===== src/rtl/fusa_pkg.sv =====
// Shared types and constants for the
// dual-core lockstep safety monitor.
package fusa_pkg;

   typedef enum logic [1:0] {
      DISABLED = 2'd0,
      SYNC     = 2'd1,
      MONITOR  = 2'd2,
      FAULT    = 2'd3
   } ls_state_e;

   localparam int FC_PC   = 0;
   localparam int FC_REG3 = 1;
   localparam int FC_MEM0 = 2;
   localparam int FC_WDOG = 3;

   localparam int DEBUG_W = 32;
   localparam int TAP_W   = 3 * DEBUG_W;

endpackage


===== src/rtl/lockstep_delay_line.sv =====
// WIDTH x DELAY shift register that realigns
// the leading core's taps with the trailing core.
module lockstep_delay_line
   import fusa_pkg::*;
#(
   parameter int WIDTH = TAP_W,
   parameter int DELAY = 2
) (
   input  logic             clk,
   input  logic             clear,
   input  logic             shift,
   input  logic [WIDTH-1:0] d,
   output logic [WIDTH-1:0] q
);

   if (DELAY == 0) begin : g_bypass
      assign q = d;
   end else begin : g_line
      logic [WIDTH-1:0] stage [DELAY];

      always_ff @(posedge clk) begin
         if (clear) begin
            for (int i = 0; i < DELAY; i++)
               stage[i] <= '0;
         end else if (shift) begin
            stage[0] <= d;
            for (int i = 1; i < DELAY; i++)
               stage[i] <= stage[i-1];
         end
      end

      assign q = stage[DELAY-1];
   end

endmodule


===== src/rtl/lockstep_comparator.sv =====
// Delayed-lockstep comparator with sticky fault,
// saturating mismatch counter and PC watchdog.
module lockstep_comparator
   import fusa_pkg::*;
#(
   parameter int DELAY       = 2,
   parameter int THRESHOLD   = 1,
   parameter int WDOG_CYCLES = 64,
   parameter int CNT_W       = 16
) (
   input  logic               clk,
   input  logic               reset,
   input  logic               enable,
   input  logic [DEBUG_W-1:0] a_pc,
   input  logic [DEBUG_W-1:0] a_reg3,
   input  logic [DEBUG_W-1:0] a_mem0,
   input  logic [DEBUG_W-1:0] b_pc,
   input  logic [DEBUG_W-1:0] b_reg3,
   input  logic [DEBUG_W-1:0] b_mem0,
   input  logic               clear_fault,
   output logic               fault,
   output logic [3:0]         fault_code,
   output logic [CNT_W-1:0]   mismatch_count,
   output logic [1:0]         state
);

   localparam int RUN_W = 8;
   localparam int WD_W  = $clog2(WDOG_CYCLES + 1);

   localparam logic [3:0] SYNC_LAST =
      4'((DELAY > 0) ? DELAY - 1 : 0);
   localparam logic [RUN_W-1:0] RUN_MAX =
      RUN_W'(THRESHOLD);
   localparam logic [WD_W-1:0] WD_MAX =
      WD_W'(WDOG_CYCLES);

   // With no lag there is nothing to prefill.
   localparam ls_state_e ARM =
      (DELAY == 0) ? MONITOR : SYNC;

   ls_state_e          state_q;
   ls_state_e          state_d;
   logic [3:0]         sync_cnt;
   logic [RUN_W-1:0]   run_cnt;
   logic [WD_W-1:0]    wd_cnt;
   logic [DEBUG_W-1:0] prev_pc;
   logic [TAP_W-1:0]   a_dly;
   logic               shift_en;
   logic               cmp_en;
   logic [2:0]         miss;
   logic               sample_mismatch;
   logic               pc_stuck;
   logic               trig_mm;
   logic               trig_wd;
   logic               trigger;

   lockstep_delay_line #(
      .WIDTH (TAP_W),
      .DELAY (DELAY)
   ) u_dly (
      .clk   (clk),
      .clear (reset),
      .shift (shift_en),
      .d     ({a_pc, a_reg3, a_mem0}),
      .q     (a_dly)
   );

   always_comb begin
      shift_en = (state_q != DISABLED);
      cmp_en   = (state_q == MONITOR);
   end

   always_comb begin
      miss = '0;
      if (cmp_en) begin
         miss[FC_PC]   =
            a_dly[3*DEBUG_W-1 -: DEBUG_W] != b_pc;
         miss[FC_REG3] =
            a_dly[2*DEBUG_W-1 -: DEBUG_W] != b_reg3;
         miss[FC_MEM0] =
            a_dly[DEBUG_W-1:0] != b_mem0;
      end
   end

   assign sample_mismatch = |miss;
   assign pc_stuck = cmp_en && (a_pc == prev_pc);

   assign trig_mm = sample_mismatch &&
      (run_cnt + RUN_W'(1) == RUN_MAX);
   assign trig_wd = pc_stuck &&
      (wd_cnt + WD_W'(1) == WD_MAX);
   assign trigger = trig_mm || trig_wd;

   always_ff @(posedge clk) begin
      if (reset)
         state_q <= DISABLED;
      else
         state_q <= state_d;
   end

   always_comb begin
      state_d = state_q;
      unique case (state_q)
         DISABLED:
            if (enable) state_d = ARM;
         SYNC:
            if (!enable)
               state_d = DISABLED;
            else if (sync_cnt == SYNC_LAST)
               state_d = MONITOR;
         MONITOR:
            if (trigger)
               state_d = FAULT;
            else if (!enable)
               state_d = DISABLED;
         FAULT:
            if (clear_fault) state_d = ARM;
         default:
            state_d = DISABLED;
      endcase
   end

   always_ff @(posedge clk) begin
      if (reset) begin
         sync_cnt       <= '0;
         run_cnt        <= '0;
         wd_cnt         <= '0;
         prev_pc        <= '0;
         mismatch_count <= '0;
         fault          <= 1'b0;
         fault_code     <= '0;
      end else begin
         prev_pc <= a_pc;

         if (state_q == SYNC && state_d == SYNC)
            sync_cnt <= sync_cnt + 4'd1;
         else
            sync_cnt <= '0;

         // Counters only live while monitoring.
         if (state_d != MONITOR) begin
            run_cnt <= '0;
            wd_cnt  <= '0;
         end else begin
            run_cnt <= sample_mismatch ?
               run_cnt + RUN_W'(1) : '0;
            wd_cnt  <= pc_stuck ?
               wd_cnt + WD_W'(1) : '0;
         end

         if (sample_mismatch && mismatch_count != '1)
            mismatch_count <= mismatch_count + CNT_W'(1);

         if (state_q == FAULT && clear_fault) begin
            fault      <= 1'b0;
            fault_code <= '0;
         end else if (trigger) begin
            fault                     <= 1'b1;
            fault_code[FC_WDOG]       <= trig_wd;
            fault_code[FC_MEM0:FC_PC] <=
               trig_mm ? miss : 3'b000;
         end
      end
   end

   assign state = state_q;

endmodule


===== config.mk =====
export PLATFORM = sky130hd
export DESIGN_NAME = lockstep_comparator
export DESIGN_NICKNAME = d
export VERILOG_FILES = /design/src/rtl/fusa_pkg.sv /design/src/rtl/lockstep_delay_line.sv /design/src/rtl/lockstep_comparator.sv
export SDC_FILE = /design/constraint.sdc
export NUM_CORES = 1
export LEC_CHECK = 0
export CORE_MARGIN = 2
export CORE_UTILIZATION = 50
export DETAILED_ROUTE_END_ITERATION = 8
export MAX_ROUTING_LAYER = met4
export PLACE_DENSITY = 0.84
export SLEW_MARGIN = 20
export SYNTH_ARGS = -nofsm -noshare
export SYNTH_HDL_FRONTEND = slang
export SYNTH_SLANG_ARGS = --single-unit

===== constraint.sdc =====
create_clock -name clk -period 18.2 [get_ports clk]
set_clock_uncertainty 0.05 [all_clocks]
set_input_delay 3.64 -clock clk [delete_from_list [all_inputs] [get_ports clk]]
set_output_delay 3.64 -clock clk [all_outputs]
set_load 0.005 [all_outputs]

==> results of run 1 <==
-- registers in the layout (all words and copies together) (netlist names) --
name and cells:
mismatch_count 16, fault 1, run_cnt 8, wd_cnt 7, u_dly.g_line.stage 192, prev_pc 32
state 2, fault_code 4, sync_cnt 4
-- cell usage in the layout, fill, tap and decap left out, types with 7 or more instances in the layout --
cell type	n
a21oi_1	8
and2_1	194
clkbuf_16	27
clkdlybuf4s50_1	217
dfxtp_1	74
edfxtp_1	192
ha_1	7
mux2_2	8
nand2_1	24
nand3_1	19
nand4_1	14
nor2_1	48
nor2b_1	41
nor3_1	11
nor4_1	33
o21ai_0	7
xnor2_1	16
xor2_1	128
-- path summary, 6_finish.rpt --
kind / startpoint / to / slack, ps
max: b_reg3[25] / state[1]$_SDFF_PP0_ / 11970
min: sync_cnt[0]$_SDFF_PP0_ / sync_cnt[0]$_SDFF_PP0_ / 430
max reg2reg: u_dly.g_line.stage[0][153]$_SDFFCE_PN0P_ / state[1]$_SDFF_PP0_ / 15200
min reg2reg: sync_cnt[0]$_SDFF_PP0_ / sync_cnt[0]$_SDFF_PP0_ / 430
-- cells by family (layout without fill, tap and decap cells) --
logic type	Yosys count	count (layout)	share of synthesized area, %
and+or+nand+nor	415	415	20.91
DFF	266	266	62.89
xor gates and xnor gates	144	144	10.95
buffers and inverters	42	277	1.379
AOI/OAI and AO/OA	39	39	2.324
muxes	8	8	0.7819
adders and majority gates	7	7	0.7601
other	0	5	0
-- synth_stat cells (all sizes together), types with 3 or more instances --
master and n:
and2 194, edfxtp 192, xor2 128, dfxtp 74, nor2 49, nor2b 41, clkbuf 34, nor4 33
nand2 24, nand3 19, xnor2 16, nand4 14, nor3 12, a21oi 8, mux2 8, o21ai 8
ha 7, and3 6, inv 6, or4 6, or3 5, o22ai 4, o31ai 4, nand2b 3
nand4b 3, o21ba 3, o31a 3
-- per-stage QoR --
stage	cells	cell area, um2	worst slack (ps)
floorplan	921	11520	9287
global placement	1395	13980	11480
detailed placement	1395	13980	11410
CTS	1441	14820	11970
global route	1446	14840	11810
finish	1446	14840	11970
-- area by class of cell --
| class | count | area (um2) |
|---|---|---|
| multi-input combinational | 613 | 4129 |
| timing repair buffer | 225 | 2233 |
| clock inverter | 13 | 137.6 |
| clock buffer | 33 | 698.2 |
| sequential | 266 | 7247 |
| fill | 1658 | 7804 |
| tap | 285 | 356.6 |
| antenna | 5 | 12.51 |
| inverter | 6 | 22.52 |
-- report_power, final --
part | switching, W | internal (W) | total [W]
registers | 0.0000110 | 0.000683 | 0.000694
logic | 0.0000449 | 0.0000600 | 0.000105
clock network | 0.000212 | 0.000312 | 0.000525
total | 0.000268 | 0.00106 | 0.00132
-- routing by layer --
metal | global-route usage (%) | wire length (um)
met1 | 23.76 | 9943
met2 | 33.80 | 11820
met3 | 3.333 | 1151
met4 | 7.471 | 762
met5 | - | 0
-- worst register-to-register path: cells and delay by family (launching register included) --
family / cells / cell delay (ps)
AO/OA/AOI/OAI: 2 / 530
XOR/XNOR: 1 / 150
flip-flops: 1 / 390
AND/OR/NAND/NOR: 4 / 1770
==> flow_metrics.env, run 1 <==
export IMPL_status="finished, final reports clean"
export IMPL_clkSinkCount=266
export IMPL_ant_nets=0
export IMPL_hp_class="reg2reg"
export IMPL_postSynthCellCount=921
export IMPL_cp_end_kind="flop"
export IMPL_finalPower_w=0.001324
export IMPL_synth_seq_cells=266
export IMPL_critPathKind="in2reg"
export IMPL_gp_congestion=0.8401
export IMPL_wire_per_inst_um=16.37
export IMPL_drv_slew=0
export IMPL_setup_violations=0
export IMPL_drive_gt1_share_pct=5.363
export IMPL_die_area_um2=24280
export IMPL_whs_path_depth=1
export IMPL_crit_required_ps=18550
export IMPL_crit_slowest_cell="and3_1"
export IMPL_powerDensity_nw_per_um2=89.24
export IMPL_antenna_found_initial=5
export IMPL_post_route_min_period_ps=6234
export IMPL_total_leakage_power_nw=5.606
export IMPL_cap_viol_max_count=0
export IMPL_core_um2=22640
export IMPL_hold_buffers=0
export IMPL_crit_chain="clkdlybuf4s50_1 -> xor2_1 -> nor4_1 -> nand4_1 -> nor2_1 -> and3_1 -> o22ai_1 -> o31a_1"
export IMPL_period_share_pct=34.25
export IMPL_grt_pass1_vias=7273
export IMPL_vias=7314
export IMPL_synth_area_top_cells="edfxtp_1, dfxtp_1, and2_1"
export IMPL_reg2reg_depth=7
export IMPL_cts_tree="built"
export IMPL_yosys_area_top_type="edfxtp_1"
export IMPL_final_nets=1342
export IMPL_ys_seq_area_share_pct=62.89
export IMPL_fmax_ghz=0.1604
export IMPL_crit_cells=8
export IMPL_critPathLaunchType="input port"
export IMPL_synth_area_um2=11520
export IMPL_numCtsBuffers=27
export IMPL_whs_ps=430.2
export IMPL_yosysUniqueCellTypes=44
export IMPL_postCtsSetupBuffers=0
export IMPL_cts_repair_resized=0
export IMPL_synth_top_cell_area_share_pct=50.04
export IMPL_grt_max_degree=105
export IMPL_hold_viol_final=0
export IMPL_num_io_pins=219
export IMPL_worst_slew_margin_rel_pct=37.65
export IMPL_rsz0062_at_grt="false"
export IMPL_cp_max_fo=28
export IMPL_async_flop_share_pct=0
export IMPL_fin_setup_tns_ps=0
export IMPL_crit_arrival_ps=6580
export IMPL_htree_levels=1
export IMPL_die_x_um=155.8
export IMPL_syn_nets=1124
export IMPL_cts_buffer_depth=3
export IMPL_irDropWorstVdd_mv=0.05682
export IMPL_start_util_pct=50.89
export IMPL_slowest_delay_ps=840
export IMPL_clock_latency_ps=510
export IMPL_drc=0
export IMPL_drtIter0Drc=347
export IMPL_fin_util_pct=65.53
export IMPL_rows=55
export IMPL_synth_warning_count=0
export IMPL_area_growth_pct=28.77
export IMPL_die_y_um=155.8
export IMPL_worst_slew_pin_slew_ps=935.3
export IMPL_synth_edff_count=192
export IMPL_track_usage_pct=19.82
export IMPL_path_delay_family="simple AND/OR/NAND/NOR gates"
export IMPL_wl_um=23680
export IMPL_portBuffers=218
export IMPL_synth_flop_cell="edfxtp_1"
export IMPL_drt_first_pass_iters=4
export IMPL_clockRootBuffer="clkbuf_16"
export IMPL_path_buf_inv=1
export IMPL_syn_area_per_cell_um2=12.51
export IMPL_clk_pin_slew_ps=60
export IMPL_overflow=0
export IMPL_grt_pass1_wl_um=36770
export IMPL_routed_via_density=5.058
export IMPL_hpwl_um=16890
Power figures use the tool's default switching activity.
==> inputs of run 2 (changes only) <==
CORE_UTILIZATION = 47   (was 50)
PLACE_DENSITY = 0.83   (was 0.84)
clock period = 5.19 ns   (was 18.2 ns; I/O delays follow)
==> run 2 against run 1 <==
  * Register-to-register slack got worse by 13000 ps
  * Power grew to 3.5 times the previous value
  * Wire length shrank 0.70%
  * Setup slack got worse by 10000 ps
  * Critical endpoint unchanged
==> flow_metrics.env, run 2 (synthesis gave the netlist of run 1 again) <==
export IMPL_critPathLaunchType="input port"
export IMPL_area_growth_pct=29.37
export IMPL_hold_viol_final=0
export IMPL_hold_buffers=0
export IMPL_die_y_um=160.6
export IMPL_irDropWorstVdd_mv=0.1872
export IMPL_post_route_min_period_ps=3520
export IMPL_path_buf_inv=1
export IMPL_critPathKind="in2reg"
export IMPL_final_nets=1342
export IMPL_wire_per_inst_um=15.80
export IMPL_reg2reg_setup_slack_ps=2230
export IMPL_cap_viol_max_count=0
export IMPL_fin_util_pct=61.66
export IMPL_path_delay_family="simple AND/OR/NAND/NOR gates"
export IMPL_worst_slew_margin_rel_pct=27.29
export IMPL_start_util_pct=47.66
export IMPL_numCtsBuffers=27
export IMPL_total_leakage_power_nw=5.613
export IMPL_setup_violations=0
export IMPL_die_x_um=160.6
export IMPL_overflow=0
export IMPL_regMostFlops="u_dly.g_line.stage"
export IMPL_crit_chain="clkdlybuf4s50_1 -> xor2_1 -> nor4_1 -> nand4_1 -> nor2_1 -> and3_1 -> o22ai_1 -> o31a_1"
export IMPL_slowest_delay_ps=780
export IMPL_cts_buffer_depth=3
export IMPL_worst_slew_pin_slew_ps=1088
export IMPL_grt_pass1_wl_um=36870
export IMPL_fin_setup_tns_ps=0
export IMPL_crit_slowest_cell="and3_1"
export IMPL_clockRootBuffer="clkbuf_16"
export IMPL_fillCellCount=1884
export IMPL_drc=0
export IMPL_core_um2=24180
export IMPL_preCtsSetupSlack_ps=1132
export IMPL_final_common_cell="clkdlybuf4s50_1"
export IMPL_final_cell_mix="clkdlybuf4s50_1, and2_1, edfxtp_1"
export IMPL_drt_first_pass_iters=5
export IMPL_gp_congestion=0.8611
export IMPL_hp_class="reg2reg"
export IMPL_grt_max_degree=193
export IMPL_reg_top3="u_dly.g_line.stage x192, prev_pc x32, mismatch_count x16"
export IMPL_cts_repair_resized=0
export IMPL_cp_max_fo=25
export IMPL_clkSinkCount=266
export IMPL_track_usage_pct=18.50
export IMPL_finalPower_w=0.004618
export IMPL_ant_nets=0
export IMPL_largest_register_ffs=192
export IMPL_portBuffers=218
export IMPL_period_share_pct=67.83
export IMPL_crit_required_ps=5550
export IMPL_rows=57
export IMPL_antenna_found_initial=5
export IMPL_clock_latency_ps=520
export IMPL_clk_pin_slew_ps=60
export IMPL_status="finished, final reports clean"
export IMPL_drv_slew=0
export IMPL_vias=7250
export IMPL_grt_pass1_vias=7216
export IMPL_die_area_um2=25780
export IMPL_powerDensity_nw_per_um2=309.8
export IMPL_crit_arrival_ps=3880
export IMPL_cts_tree="built"
export IMPL_num_io_pins=219
export IMPL_layout_setup_ws_ps=1670
export IMPL_rsz0062_at_grt="false"
export IMPL_hpwl_um=16500
export IMPL_drtIter0Drc=424
export IMPL_whs_ps=431.3
export IMPL_cp_end_kind="flop"
export IMPL_wl_um=23510
export IMPL_drive_gt1_share_pct=5.349
export IMPL_htree_levels=1
export IMPL_fmax_ghz=0.2841
export IMPL_routed_via_density=4.872
export IMPL_postCtsSetupBuffers=0
==> run 2: routing by layer <==
metal / vias up / share of wire [%] / GRT usage (%)
met5: - / 0 / -
met2: 217 / 50 / 30.96
met3: 41 / 5.8 / 3.564
met4: 0 / 2.5 / 5.815
li1: 3635 / - / -
met1: 3357 / 42 / 22.84
==> run 2: cell type report <==
cell class | count | area, um2 | share of cell area, %
sequential | 266 | 7247 | 48.62
multi-input combinational | 613 | 4129 | 27.70
timing repair buffer | 225 | 2267 | 15.21
clock buffer | 33 | 698.2 | 4.684
tap | 324 | 405.4 | 2.719
clock inverter | 16 | 125.1 | 0.8393
inverter | 6 | 22.52 | 0.1511
antenna | 5 | 12.51 | 0.08393
==> run 2: through the flow <==
step | instances | cell area, um2
floorplan | 921 | 11520
global placement | 1434 | 14070
detailed placement | 1434 | 14070
CTS | 1483 | 14890
global route | 1488 | 14910
finish | 1488 | 14910
==> run 2: final timing paths <==
| path | start | to | cells past startpoint |
|---|---|---|---|
| setup / recovery | b_pc[31] | state[1]$_SDFF_PP0_ | 8 |
| hold / removal | sync_cnt[0]$_SDFF_PP0_ | sync_cnt[0]$_SDFF_PP0_ | 1 |
| setup reg to reg | u_dly.g_line.stage[0][160]$_SDFFCE_PN0P_ | state[1]$_SDFF_PP0_ | 7 |
| hold reg to reg | sync_cnt[0]$_SDFF_PP0_ | sync_cnt[0]$_SDFF_PP0_ | 1 |
==> run 2: power breakdown <==
| group | internal (W) | switching [W] |
|---|---|---|
| Sequential | 0.00240 | 0.0000370 |
| Combinational | 0.000214 | 0.000161 |
| Clock | 0.00105 | 0.000761 |
==> inputs of run 3 (changes only) <==
clock period = 2.9 ns   (was 5.19 ns; I/O delays follow)
==> run 3 against run 2 <==
  * Critical path depth did not move
  * Non-clock buffer count rose by 23
  * Core utilization rose by 1.2 points
  * Sequential share of layout area fell by 0.91 points
  * Count of clock-buffer cells in the layout did not move
  * Setup slack got worse by 1400 ps
  * Combinational power rose by 84%
  * Final cell count rose by 1.5%
  * Hold slack got worse by 16 ps
  * Flip-flop and latch count did not move
  * Highest routed layer unchanged
==> flow_metrics.env, run 3 (synthesis gave the netlist of run 1 again) <==
export IMPL_status="finished, final reports clean"
export IMPL_reg2reg_depth=10
export IMPL_grt_pass1_vias=7290
export IMPL_worst_slew_pin_slew_ps=702.6
export IMPL_track_usage_pct=18.38
export IMPL_startpoint="a_pc[26]"
export IMPL_num_io_pins=219
export IMPL_postCtsSetupBuffers=0
export IMPL_vias=7379
export IMPL_die_y_um=160.6
export IMPL_reg2reg_to="run_cnt[4]$_SDFF_PP0_"
export IMPL_drc=0
export IMPL_hp_class="reg2reg"
export IMPL_post_route_min_period_ps=2660
export IMPL_die_area_um2=25780
export IMPL_core_um2=24180
export IMPL_pwr_share_comb_pct=8.0
export IMPL_r2r_start="u_dly.g_line.stage[0][185]$_SDFFCE_PN0P_"
export IMPL_cp_end_kind="flop"
export IMPL_wire_per_inst_um=15.45
export IMPL_grt_pass1_wl_um=36870
export IMPL_powerDensity_nw_per_um2=566.2
export IMPL_regMostFlops="u_dly.g_line.stage"
export IMPL_cts_repair_resized=0
export IMPL_finalPower_w=0.008601
export IMPL_critPathLaunchType="input port"
export IMPL_clock_latency_ps=530
export IMPL_htree_levels=1
export IMPL_cap_viol_max_count=0
export IMPL_overflow=0
export IMPL_wl_um=23350
export IMPL_rsz0062_at_grt="false"
export IMPL_die_x_um=160.6
export IMPL_rows=57
export IMPL_reg2reg_setup_slack_ps=400
export IMPL_cts_buffer_depth=3
export IMPL_grt_max_degree=119
export IMPL_endpoint="wd_cnt[5]$_SDFF_PP0_"
export IMPL_area_growth_pct=31.83
export IMPL_total_leakage_power_nw=5.785
export IMPL_final_cell_mix="clkdlybuf4s50_1, and2_1, edfxtp_1"
export IMPL_seq_power_share_pct=50.6
export IMPL_antenna_found_initial=3
export IMPL_reg_top3="u_dly.g_line.stage x192, prev_pc x32, mismatch_count x16"
export IMPL_p_int_w=0.006806
export IMPL_drtIter0Drc=447
export IMPL_final_nets=1366
export IMPL_hold_viol_final=0
export IMPL_cts_tree="built"
export IMPL_fin_util_pct=62.83
export IMPL_gp_congestion=0.9079
export IMPL_drv_slew=0
export IMPL_min_delay_start="sync_cnt[0]$_SDFF_PP0_"
export IMPL_clkSinkCount=266
export IMPL_numCtsBuffers=28
export IMPL_fmax_ghz=0.3759
export IMPL_final_common_cell="clkdlybuf4s50_1"
export IMPL_cp_max_fo=7
export IMPL_drt_first_pass_iters=4
export IMPL_routed_via_density=4.884
export IMPL_portBuffers=218
export IMPL_clockRootBuffer="clkbuf_16"
export IMPL_irDropWorstVdd_mv=0.4076
export IMPL_clk_pin_slew_ps=60
export IMPL_setup_violations=0
export IMPL_period_share_pct=91.73
export IMPL_critPathKind="in2reg"
export IMPL_pwr_share_clk_pct=41.4
export IMPL_switchingPower_w=0.001794
export IMPL_ant_nets=0
export IMPL_hold_buffers=0
export IMPL_start_util_pct=47.66
export IMPL_drive_gt1_share_pct=7.770
export IMPL_worst_slew_margin_rel_pct=53.16
export IMPL_crit_arrival_ps=3070
export IMPL_hpwl_um=16510
export IMPL_largest_register_ffs=192
export IMPL_crit_required_ps=3310
export IMPL_sw_frac_of_total_pct=20.86
## run 3: changes by cell type in the layout (fill, tap and decap cells not counted), sizes merged
| cell | previous run | this run |
|---|---|---|
| bufinv | 2 | 3 |
| diode | 5 | 3 |
| inv | 7 | 8 |
| buf | 8 | 31 |
## run 3: final cells by class
type / count / area, um2
clock buffer: 33 / 750.7
antenna: 3 / 7.507
tap: 324 / 405.4
multi-input combinational: 613 / 4129
timing repair buffer: 248 / 2452
inverter: 6 / 22.52
fill: 1831 / 8987
clock inverter: 18 / 175.2
sequential: 266 / 7247
## run 3: power by group through the flow
stage | registers, W | logic (W) | clock network (W)
after floorplan | 0.00442 | 0.000293 | 0
after global placement | 0.00443 | 0.000678 | 0
after detailed placement | 0.00444 | 0.000694 | 0
after CTS | 0.00435 | 0.000699 | 0.00364
after global routing | 0.00437 | 0.000753 | 0.00378
final | 0.00435 | 0.000690 | 0.00356
## run 3: metal layers
| metal | vias to the layer above | track usage (%) | part of all wire (%) | routed length [um] |
|---|---|---|---|---|
| li1 | 3676 | - | - | - |
| met1 | 3478 | 22.40 | 42 | 9853 |
| met2 | 194 | 31.13 | 49 | 11530 |
| met3 | 31 | 4.106 | 6.5 | 1514 |
| met4 | 0 | 4.791 | 1.9 | 453 |
| met5 | - | - | 0 | 0 |
## run 3: per-stage QoR
stage          worst slack [ps]  instance area, um2  cells  hold WS (ps)  setup TNS (ps)
3_3_place_gp             -196.8               14260   1457         394.7           -4414
2_1_floorplan             7.591               11530    921         383.4               0
3_5_place_dp             -271.1               14260   1457         413.7           -5620
6_report                  239.7               15190   1511         415.4               0
4_1_cts                   274.3               15180   1508         427.6               0
5_1_grt                   158.9               15190   1511         449.9               0
## run 3: how the worst min path moves through the flow
stage | end | slack (ps) | cells past startpoint
floorplan | sync_cnt[0]$_SDFF_PP0_ | 380 | 1
global placement | sync_cnt[0]$_SDFF_PP0_ | 390 | 1
detailed placement | sync_cnt[0]$_SDFF_PP0_ | 410 | 1
CTS | sync_cnt[0]$_SDFF_PP0_ | 430 | 1
global route | sync_cnt[0]$_SDFF_PP0_ | 450 | 1
finish | sync_cnt[0]$_SDFF_PP0_ | 420 | 1
## run 3: worst max-delay path: stages
cell	delay [ps]
clkdlybuf4s50_1	460
xor2_1	170
or4_1	520
or4_1	410
or3_1	450
nor3_2	210
o21ai_2	140
nor2_1	130
